$ cat src/rtl/rr_arbiter_4_pkg.sv
// Shared types and the round-robin winner search for the four-requester arbiter.
package rr_arb_pkg;

  localparam int N_REQ = 4;
  localparam int IDX_W = 2;

  typedef enum logic {IDLE, GRANT} arb_state_t;
  typedef logic [IDX_W-1:0] req_idx_t;

  // Scan last_idx+1 .. last_idx+4 (mod 4); the previous owner is checked last.
  function automatic req_idx_t next_rr_winner(input logic [N_REQ-1:0] req,
                                              input req_idx_t last_idx);
    req_idx_t winner;
    req_idx_t cand;
    logic     found;
    winner = last_idx;
    found  = 1'b0;
    for (int k = 1; k <= N_REQ; k++) begin
      cand = last_idx + req_idx_t'(k);
      if (!found && req[cand]) begin
        winner = cand;
        found  = 1'b1;
      end
    end
    return winner;
  endfunction

endpackage

$ cat src/rtl/rr_arbiter_4_if.sv
// Request/grant bundle between the requesting engines (master) and the arbiter (slave).
interface rr_arbiter_4_if;
  import rr_arb_pkg::*;

  logic [N_REQ-1:0] req;
  logic [N_REQ-1:0] gnt;
  req_idx_t         gnt_idx;
  logic             gnt_valid;
  logic             expired;

  modport master (output req, input gnt, input gnt_idx, input gnt_valid, input expired);
  modport slave  (input req, output gnt, output gnt_idx, output gnt_valid, output expired);

endinterface

$ cat src/rtl/rr_arbiter_4_decoder_2_4.sv
// 2-to-4 binary to one-hot decoder driving the shared resource select lines.
module decoder_2_4 (
  input  logic [1:0] sel,
  output logic [3:0] onehot
);

  genvar gi;
  generate
    for (gi = 0; gi < 4; gi++) begin : g_dec
      assign onehot[gi] = (sel == 2'(gi));
    end
  endgenerate

endmodule

$ cat src/rtl/rr_arbiter_4.sv
// Four-requester round-robin arbiter with one dead cycle between owners.
// Optional per-ownership hold limit enabled by defining RR_ARB_TIMEOUT_EN.
module rr_arbiter_4
  import rr_arb_pkg::*;
#(
  parameter int MAX_HOLD = 8
) (
  input  logic           clk,
  input  logic           rst_n,
  rr_arbiter_4_if.slave  bus
);

  if ((MAX_HOLD < 2) || (MAX_HOLD > 255)) begin : g_max_hold_range
    $error("rr_arbiter_4: MAX_HOLD must be in 2..255");
  end

  arb_state_t       state_reg;
  req_idx_t         idx_reg;
  req_idx_t         last_idx_reg;
  logic             valid_reg;
  logic [N_REQ-1:0] dec_onehot;
  logic [N_REQ-1:0] gnt_mask;

`ifdef RR_ARB_TIMEOUT_EN
  localparam logic [7:0] HOLD_LAST = 8'(MAX_HOLD - 1);
  logic [7:0] hold_cnt_reg;
  logic       expired_reg;
`endif

  always_ff @(posedge clk or negedge rst_n) begin
    if (!rst_n) begin
      state_reg    <= IDLE;
      idx_reg      <= '0;
      last_idx_reg <= 2'b11;
      valid_reg    <= 1'b0;
`ifdef RR_ARB_TIMEOUT_EN
      hold_cnt_reg <= '0;
      expired_reg  <= 1'b0;
`endif
    end else begin
`ifdef RR_ARB_TIMEOUT_EN
      expired_reg <= 1'b0;
`endif
      case (state_reg)
        IDLE: begin
          if (|bus.req) begin
            idx_reg   <= next_rr_winner(bus.req, last_idx_reg);
            valid_reg <= 1'b1;
            state_reg <= GRANT;
`ifdef RR_ARB_TIMEOUT_EN
            hold_cnt_reg <= '0;
`endif
          end
        end
        GRANT: begin
          // A voluntary release wins over the hold limit on the same cycle.
          if (!bus.req[idx_reg]) begin
            state_reg    <= IDLE;
            valid_reg    <= 1'b0;
            last_idx_reg <= idx_reg;
          end
`ifdef RR_ARB_TIMEOUT_EN
          else if (hold_cnt_reg == HOLD_LAST) begin
            state_reg    <= IDLE;
            valid_reg    <= 1'b0;
            last_idx_reg <= idx_reg;
            expired_reg  <= 1'b1;
          end else begin
            hold_cnt_reg <= hold_cnt_reg + 8'd1;
          end
`endif
        end
        default: state_reg <= IDLE;
      endcase
    end
  end

  decoder_2_4 u_dec (
    .sel    (idx_reg),
    .onehot (dec_onehot)
  );

  genvar gi;
  generate
    for (gi = 0; gi < N_REQ; gi++) begin : g_gnt
      assign gnt_mask[gi] = dec_onehot[gi] & valid_reg;
    end
  endgenerate

  assign bus.gnt       = gnt_mask;
  assign bus.gnt_idx   = idx_reg;
  assign bus.gnt_valid = valid_reg;
`ifdef RR_ARB_TIMEOUT_EN
  assign bus.expired   = expired_reg;
`else
  assign bus.expired   = 1'b0;
`endif

endmodule

$ cat src/flat_wrapper.sv
// flat-port wrapper written by rule: the top's interface ports become plain ports
module rr_arbiter_4_flat import rr_arb_pkg::*;
#(
  parameter int MAX_HOLD = 8
)
  (clk, rst_n, bus_req, bus_gnt, bus_gnt_idx, bus_gnt_valid, bus_expired);
  rr_arbiter_4_if bus_i ();
  input  logic clk;
  input  logic rst_n;
  input wire logic [$bits(bus_i.req)-1:0] bus_req;
  output wire logic [$bits(bus_i.gnt)-1:0] bus_gnt;
  output wire logic [$bits(bus_i.gnt_idx)-1:0] bus_gnt_idx;
  output wire logic [$bits(bus_i.gnt_valid)-1:0] bus_gnt_valid;
  output wire logic [$bits(bus_i.expired)-1:0] bus_expired;
  assign bus_i.req = bus_req;
  assign bus_gnt = bus_i.gnt;
  assign bus_gnt_idx = bus_i.gnt_idx;
  assign bus_gnt_valid = bus_i.gnt_valid;
  assign bus_expired = bus_i.expired;
  rr_arbiter_4 #(.MAX_HOLD(MAX_HOLD)) u_core (.clk(clk), .rst_n(rst_n), .bus(bus_i));
endmodule
$ cat config.mk
export PLATFORM = sky130hd
export DESIGN_NAME = rr_arbiter_4_flat
export DESIGN_NICKNAME = d
export VERILOG_FILES = /design/src/rtl/rr_arbiter_4_pkg.sv /design/src/rtl/rr_arbiter_4_if.sv /design/src/rtl/rr_arbiter_4_decoder_2_4.sv /design/src/rtl/rr_arbiter_4.sv /design/src/flat_wrapper.sv
export SDC_FILE = /design/constraint.sdc
export NUM_CORES = 1
export LEC_CHECK = 0
export BUFFER_PORTS_ARGS = -buffer_cell sky130_fd_sc_hd__buf_2
export CAP_MARGIN = 40
export CORE_AREA = 2 2 39 41
export CTS_BUF_LIST = sky130_fd_sc_hd__clkbuf_8
export DETAILED_ROUTE_END_ITERATION = 8
export DIE_AREA = 0 0 41 43
export SETUP_SLACK_MARGIN = 0.4
export SYNTH_ARGS = -nofsm -noshare
export SYNTH_HDL_FRONTEND = slang
export SYNTH_HIERARCHICAL = 1
export SYNTH_SLANG_ARGS = --single-unit
$ cat constraint.sdc
create_clock -name clk -period 1.74 [get_ports clk]
set_clock_uncertainty 0.1 [all_clocks]
set_input_delay 0.348 -clock clk [delete_from_list [all_inputs] [get_ports clk]]
set_output_delay 0.348 -clock clk [all_outputs]
set_load 0.02 [all_outputs]
# --- Yosys cells after proc, flatten, opt, wreduce, memory -nomap -nowiden ---
# Index checks and enable logic that the tools add are counted.
word_totals:
  mem_bits_rw: 0
  latch_bits: 0
  n_memories: 0
  input_bits: 6
  romBits: 0
  regBits: 6
  output_inout_bits: 8
classes:
  n_bitwise: 6
  magnitude_cmp: 5
  n_reduce_logical: 11
  multipliers: 0
  div_mod_pow: 0
  shift: 0
  n_addsub: 3
  muxes: 29
  n_eq_ne: 5
op_table:
  columns: ["op", "n"]
  rows:
  - ["$mux 1", 18]
  - ["$lt 2x3->1 const B", 5]
  - ["$bmux 1 s2", 5]
  - ["$mux 2", 4]
  - ["$reduce_and 2->1", 3]
  - ["$add 2x2->2 const B", 2]
  - ["$and 1x1->1", 4]
  - ["$eq 2x2->1 const B", 2]
  - ["$pmux 1 s2", 2]
  - ["$reduce_or 4->1", 1]
  - ["$logic_and 1x1->1", 3]
  - ["$logic_not 1->1", 3]
  - ["$add 2x1->2 const B", 1]
  - ["$eq 2x1->1 const B", 1]
  - ["$logic_not 2->1", 1]
  - ["$ne 2x1->1 const B", 1]
  - ["$ne 2x2->1 const B", 1]
  - ["$not 1->1", 2]

# --- Logic depth before layout (Yosys ltp) ---
# Gate-level depths: netlist of the first run.
depth:
  depth_word: 19
  mapped_depth: 5

# --- By module ---
# Netlist of the first run, hierarchy kept.
by_module_without_submodules:
  columns: ["module", "n_inst", "cells_each", "area_per_inst_um2"]
  rows:
  - ["rr_arbiter_4", 1, 52, 435.4]
  - ["decoder_2_4", 1, 4, 26.3]

# --- Least setup slack after synthesis of the first run ---
# Ideal clock, no wire load.
synth_timing:
  path_kind: "reg2reg"
  from: "register u_core.idx_reg[0] (netlist: u_core/bus.gnt_idx[0])"
  to: "register u_core.last_idx_reg[0]"
  stages_incl_launch_ff: 5
  period_less_slack_ps: 1565
  slack_ps: 175
  arrival_ps: 1383
  cell_sequence: "dfrtp_1 mux2i_1 o21ai_2 nor2_2 mux2_4"
synth_between:
  elab_chain_cells: 4
synth_lines:
  columns: ["element", "line_no", "rtl"]
  rows:
  - ["from (decl)", "rr_arbiter_4.sv:18", "req_idx_t idx_reg;"]
  - ["from (signal assigned)", "rr_arbiter_4.sv:47", "idx_reg <= next_rr_winner(bus.req, last_idx_reg);"]
  - ["$bmux 1 s2", "rr_arbiter_4.sv:57", "if (!bus.req[idx_reg]) begin"]
  - ["$mux 1 (implied by the code)", "rr_arbiter_4.sv:57", null]
  - ["$not 1->1 (no line)", null, null]
  - ["$reduce_and 2->1 (no line)", null, null]
  - ["to (signal assigned)", "rr_arbiter_4.sv:60", "last_idx_reg <= idx_reg;"]
  - ["to (decl)", "rr_arbiter_4.sv:19", "req_idx_t last_idx_reg;"]
# Parallel ways exist; a longest one is shown, timed or not. The select of a mux whose other input is x is not followed.
# A chain may end at the register's enable or synchronous reset.

# --- Worst setup path after layout of the first run ---
layout_timing:
  from: "register u_core.idx_reg[1] (netlist: u_core/bus.gnt_idx[1])"
  to: "output bus_gnt[1]"
layout_between:
  elab_chain_cells: 2
layout_lines:
  columns: ["element", "line_no", "rtl"]
  rows:
  - ["$eq 2x1->1", "rr_arbiter_4_decoder_2_4.sv:10", "assign onehot[gi] = (sel == 2'(gi));"]
  - ["net u_core.dec_onehot[1]", "rr_arbiter_4.sv:21", "logic [N_REQ-1:0] dec_onehot;"]
  - ["$and 1x1->1", "rr_arbiter_4.sv:86", "assign gnt_mask[gi] = dec_onehot[gi] & valid_reg;"]
  - ["to (decl)", "flat_wrapper.sv:11", "output wire logic [$bits(bus_i.gnt)-1:0] bus_gnt;"]
# The timed path passes the listed nets, and every way through them passes these cells.

==> results of run 1 <==
-- final cells by class --
type / count / area (µm²) / area share, %
Multi-Input combinational cell: 47 / 338 / 47.0
Tap cell: 16 / 20.0 / 2.78
Timing Repair Buffer: 20 / 161 / 22.4
Inverter: 1 / 3.75 / 0.522
Sequential cell: 6 / 155 / 21.6
Clock buffer: 3 / 41.3 / 5.74
-- stage by stage --
step / cell area [µm²] / utilization [%] / total power (W) / instances
after global routing: 719 / 52.0 / 0.00152 / 93
after global placement: 541 / 39.1 / 0.000939 / 82
after detailed placement: 541 / 39.1 / 0.000945 / 82
final: 719 / 52.0 / 0.00143 / 93
after floorplan: 473 / - / 0.000800 / 56
after CTS: 678 / 49.0 / 0.00134 / 93
-- synthesized netlist by cell type, types with 2 or more instances --
library cell  count  area share (%)
dfstp_2           2              11
nand2b_1          2             2.7
nor2b_1           4             5.4
a31oi_1           2             2.7
a21oi_1           4             4.3
dfrtp_1           4              22
o211ai_1          2             3.3
o21ai_0           2             2.2
mux2i_1           3             6.5
nor2_1           11             8.9
and2_1            4             5.4
-- worst register-to-register path: stages, from the launching register on --
cell and delay, ns:
dfrtp_2 0.38, buf_4 0.17, mux2i_4 0.25, o21ai_2 0.08
nor2_2 0.15, mux2_4 0.31
-- path summary, 6_finish.rpt --
path	start	slack, ns	cells after the start	end
min in group asynchronous	rst_n	0.37	2	u_core/bus.gnt_valid$_DFFE_PN0P_
min reg2reg	u_core/state_reg$_DFF_PN0_	0.48	2	u_core/last_idx_reg[1]$_DFFE_PN1P_
max reg2reg	u_core/bus.gnt_idx[0]$_DFFE_PN0P_	0.22	5	u_core/last_idx_reg[0]$_DFFE_PN1P_
min	bus_req[1]	0.36	3	u_core/bus.gnt_idx[0]$_DFFE_PN0P_
max	u_core/bus.gnt_idx[1]$_DFFE_PN0P_	0.18	3	bus_gnt[1]
max in group asynchronous	rst_n	0.95	2	u_core/last_idx_reg[1]$_DFFE_PN1P_
-- what timing repair did --
item                                    in CTS  in global routing
endpoints found under the setup margin       6                 11
endpoints found under the hold margin        4                  0
resized for setup                            9                  9
hold buffers                                 1                  0
buffers inserted                             7                  0
pin swaps                                    1                  4
-- routing by layer --
metal | global-route usage [%] | part of all wire [%] | vias to the layer above
met4 | 12.0 | 1.2 | 0
met2 | 22.2 | 48 | 21
met3 | 1.57 | 5.3 | 2
met5 | 0 | 0 | -
li1 | - | - | 237
met1 | 17.9 | 45 | 216
-- cells by family (layout without fill, tap and decap cells) --
kind of cell           count (synthesis)  after routing  synth area share, %
AND/OR/NAND/NOR                       29             29                 35.2
AO/OA/AOI/OAI                         13             13                 17.6
flip-flops                             6              6                 33.1
multiplexers                           4              4                 9.76
buffers and inverters                  3             24                 3.52
other                                  1              1                0.812
-- power by group through the flow --
stage / sequential (W) / combinational [W] / clock, W
detailed placement: 0.000385 / 0.000559 / 0
finish: 0.000353 / 0.000867 / 0.000209
CTS: 0.000341 / 0.000784 / 0.000218
floorplan: 0.000374 / 0.000426 / 0
global route: 0.000364 / 0.000936 / 0.000224
global placement: 0.000380 / 0.000559 / 0
==> flow_metrics.env, run 1 <==
export IMPL_cp_arrival_ns=1.11
export IMPL_async_flop_share_pct=100
export IMPL_port_buffers=12
export IMPL_synth_main_ff_cell="dfrtp_1"
export IMPL_end_kind="primary output"
export IMPL_max_freq_mhz=643
export IMPL_clk_latency_ns=0.22
export IMPL_clkPwrFrac_pct=14.6
export IMPL_core_um2=1380
export IMPL_grt_max_degree=9
export IMPL_path_delay_family="flip-flops"
export IMPL_period_needed_ns=1.56
export IMPL_cp_required_ns=1.29
export IMPL_antenna_found_initial=0
export IMPL_final_max_slew_viol_count=0
export IMPL_cpPeakStageDelay_ns=0.39
export IMPL_htreeDepth=1
export IMPL_cap_violations=0
export IMPL_worstHoldPathType="input pin to flop"
export IMPL_nFillCells=127
export IMPL_cts_tree="built"
export IMPL_diodes=0
export IMPL_firstDrtPassIters=4
export IMPL_hold_slack_ns=0.359
export IMPL_drive_gt1_share_pct=50.6
export IMPL_num_vias=476
export IMPL_clock_tree_root_cell="clkbuf_8"
export IMPL_drtAntennaViolNets=0
export IMPL_path_clk_slew_ns=0.04
export IMPL_start_util_pct=33.4
export IMPL_power_frac_comb_pct=60.7
export IMPL_crit_chain="and2b_2, and2_4, buf_6"
export IMPL_synth_distinct_cells=27
export IMPL_die_y_um=43
export IMPL_syn_inst=56
export IMPL_die_width_um=41
export IMPL_post_place_ws_ns=0.275
export IMPL_path_max_fanout=5
export IMPL_outcome="complete, no violations"
export IMPL_cts_buffers=3
export IMPL_final_common_cell="nor2_1"
export IMPL_tns_ns=0
export IMPL_p_int_w=0.000865
export IMPL_dpl_hpwl_um=700
export IMPL_clock_sinks=6
export IMPL_fin_crit_sh_pct=89.4
export IMPL_rsz0062_at_grt="true"
export IMPL_viasPerCell=5.12
export IMPL_ys_ff_latch=6
export IMPL_routedWlPerCell_um=12.2
export IMPL_mappedNetlistArea_um2=462
export IMPL_grt_pass1_wl_mm=1.72
export IMPL_ys_warn_count=6
export IMPL_area_delta_synth_final_pct=55.8
export IMPL_startpoint_type="flop"
export IMPL_grt_use_total_pct=14.8
export IMPL_drtIter0Drc=11
export IMPL_grt_pass1_vias=415
export IMPL_leakage_nw=0.313
export IMPL_setup_viol=0
export IMPL_die_area_um2=1760
export IMPL_powerDensity_nw_per_um2=1990
export IMPL_routed_wl_mm=1.13
export IMPL_synth_edf_count=0
export IMPL_io_pins=14
export IMPL_syn_area_per_cell_um2=8.24
export IMPL_clockBufferDepth=2
export IMPL_grt_overflow=0
export IMPL_ys_seq_area_share_pct=33.1
export IMPL_p_sw_w=0.000564
export IMPL_fin_ws_ns=0.184
export IMPL_crit_path_top_delay_cell="dfrtp_2"
export IMPL_gp_congestion=0.777
export IMPL_worstSetupPathType="flop to primary output"
export IMPL_mostFrequentLayoutCells="nor2_1, buf_2, buf_6"
export IMPL_layout_nets=85
export IMPL_ir_worst_vdd_mv=0.553
export IMPL_rows=14
export IMPL_p_seq_share_pct=24.7
export IMPL_switching_share_pct=39.5
export IMPL_path_buf_inv=1
export IMPL_drcViolationCount=0
export IMPL_hold_viol=0
export IMPL_syn_num_nets=62
(Power assumes the default switching activity.)
==> inputs of run 2 (changes only) <==
Settings changed: CELL_PAD_IN_SITES_DETAIL_PLACEMENT set to 2, CELL_PAD_IN_SITES_GLOBAL_PLACEMENT set to 2, CORE_AREA 2 2 39 41 to unset, CORE_UTILIZATION set to 29, DIE_AREA 0 0 41 43 to unset, PLACE_DENSITY_LB_ADDON set to 0.1.
==> flow_metrics.env, run 2 (synthesis results as in run 1) <==
export IMPL_routedWlPerCell_um=15.4
export IMPL_startpoint_type="flop"
export IMPL_diodes=0
export IMPL_routed_wl_mm=1.43
export IMPL_placed_cell_area_um2=548
export IMPL_area_delta_synth_final_pct=51.2
export IMPL_start_util_pct=31.0
export IMPL_cts_tree="built"
export IMPL_die_area_um2=1760
export IMPL_drcViolationCount=0
export IMPL_rsz0062_at_grt="true"
export IMPL_clk_latency_ns=0.22
export IMPL_die_width_um=41.9
export IMPL_die_y_um=41.9
export IMPL_port_buffers=12
export IMPL_cp_required_ns=1.29
export IMPL_final_max_slew_viol_count=0
export IMPL_leakage_nw=0.309
export IMPL_outcome="complete, no violations"
export IMPL_path_max_fanout=6
export IMPL_cap_violations=0
export IMPL_firstDrtPassIters=4
export IMPL_clock_tree_root_cell="clkbuf_8"
export IMPL_drtAntennaViolNets=0
export IMPL_grt_overflow=0
export IMPL_fin_crit_sh_pct=90.6
export IMPL_worstSetupPathType="flop to primary output"
export IMPL_path_clk_slew_ns=0.04
export IMPL_mostFrequentLayoutCells="nor2_1, buf_2, buf_4"
export IMPL_grt_pass1_vias=472
export IMPL_layout_nets=84
export IMPL_ir_worst_vdd_mv=0.835
export IMPL_hold_viol=0
export IMPL_dpl_hpwl_um=969
export IMPL_cts_buffers=3
export IMPL_nFillCells=181
export IMPL_rows=14
export IMPL_core_um2=1490
export IMPL_period_needed_ns=1.58
export IMPL_grt_pass1_wl_mm=2.26
export IMPL_htreeDepth=1
export IMPL_num_vias=476
export IMPL_antenna_found_initial=0
export IMPL_tns_ns=0
export IMPL_clock_sinks=6
export IMPL_grt_use_total_pct=17.2
export IMPL_viasPerCell=5.12
export IMPL_max_freq_mhz=634
export IMPL_design_area_um2=698
export IMPL_cp_arrival_ns=1.13
export IMPL_drive_gt1_share_pct=48.1
export IMPL_worstHoldPathType="input pin to asynchronous set/reset pin"
export IMPL_final_common_cell="nor2_1"
export IMPL_io_pins=14
export IMPL_gp_congestion=0.739
export IMPL_drtIter0Drc=5
export IMPL_powerDensity_nw_per_um2=2030
export IMPL_end_kind="primary output"
export IMPL_grt_max_degree=11
export IMPL_clockBufferDepth=2
export IMPL_setup_viol=0
==> run 2: area by class of cell <==
type	instances	area [µm²]	share of cell area [%]
Timing Repair Buffer	19	146	21.0
Clock buffer	3	41.3	5.91
Clock inverter	1	3.75	0.538
Tap cell	16	20.0	2.87
Inverter	1	3.75	0.538
Sequential cell	6	155	22.2
Multi-Input combinational cell	47	328	47.0
==> run 2: power breakdown <==
part / switching (W) / internal [W] / leakage, nW
combinational: 0.000406 / 0.000448 / 0.217
sequential: 0.000114 / 0.000239 / 0.0648
clock: 0.0000617 / 0.000152 / 0.0269
total: 0.000581 / 0.000839 / 0.309
==> run 2: layer usage <==
metal | vias to the layer above | part of all wire, % | track usage [%]
li1 | 232 | - | -
met1 | 232 | 49 | 22.3
met2 | 12 | 49 | 26.9
met3 | 0 | 2.4 | 1.74
met4 | 0 | 0 | 11.6
met5 | - | 0 | 0
==> run 2: critical path: stages, from the launching register on <==
cell and delay [ns]:
dfrtp_2 0.43, and2b_2 0.21, and2_4 0.15, buf_6 0.12
==> run 2: through the flow <==
step	hold WS [ns]	utilization [%]	power (W)	setup WS, ns	std cells
3_5_place_dp	0.0828	36.8	0.000986	0.263	83
3_3_place_gp	0.0777	36.8	0.000986	0.286	83
4_1_cts	0.380	45.3	0.00135	0.163	91
5_1_grt	0.392	46.9	0.00152	0.123	93
6_report	0.385	46.9	0.00142	0.164	93
2_1_floorplan	-0.0476	-	0.000800	0.304	56
==> run 2: final timing paths <==
path | startpoint | to | slack [ns] | cells after the start
max | u_core/bus.gnt_idx[0]$_DFFE_PN0P_ | bus_gnt[1] | 0.16 | 3
min | rst_n | u_core/bus.gnt_idx[1]$_DFFE_PN0P_ | 0.39 | 2
max reg2reg | u_core/bus.gnt_idx[0]$_DFFE_PN0P_ | u_core/last_idx_reg[0]$_DFFE_PN1P_ | 0.20 | 5
min reg2reg | u_core/bus.gnt_valid$_DFFE_PN0P_ | u_core/bus.gnt_valid$_DFFE_PN0P_ | 0.49 | 2
max in group asynchronous | rst_n | u_core/last_idx_reg[0]$_DFFE_PN1P_ | 0.93 | 2
min in group clk | bus_req[1] | u_core/bus.gnt_idx[0]$_DFFE_PN0P_ | 0.39 | 3
==> run 2: timing repair <==
| action | in CTS | in global routing |
|---|---|---|
| resized for setup | 12 | 5 |
| pin swaps | 1 | 5 |
| hold buffers | 1 | 0 |
| hold endpoints to repair | 4 | 0 |
| setup endpoints to repair | 6 | 11 |
| setup buffers | 3 | 2 |
| cloned | 0 | 0 |
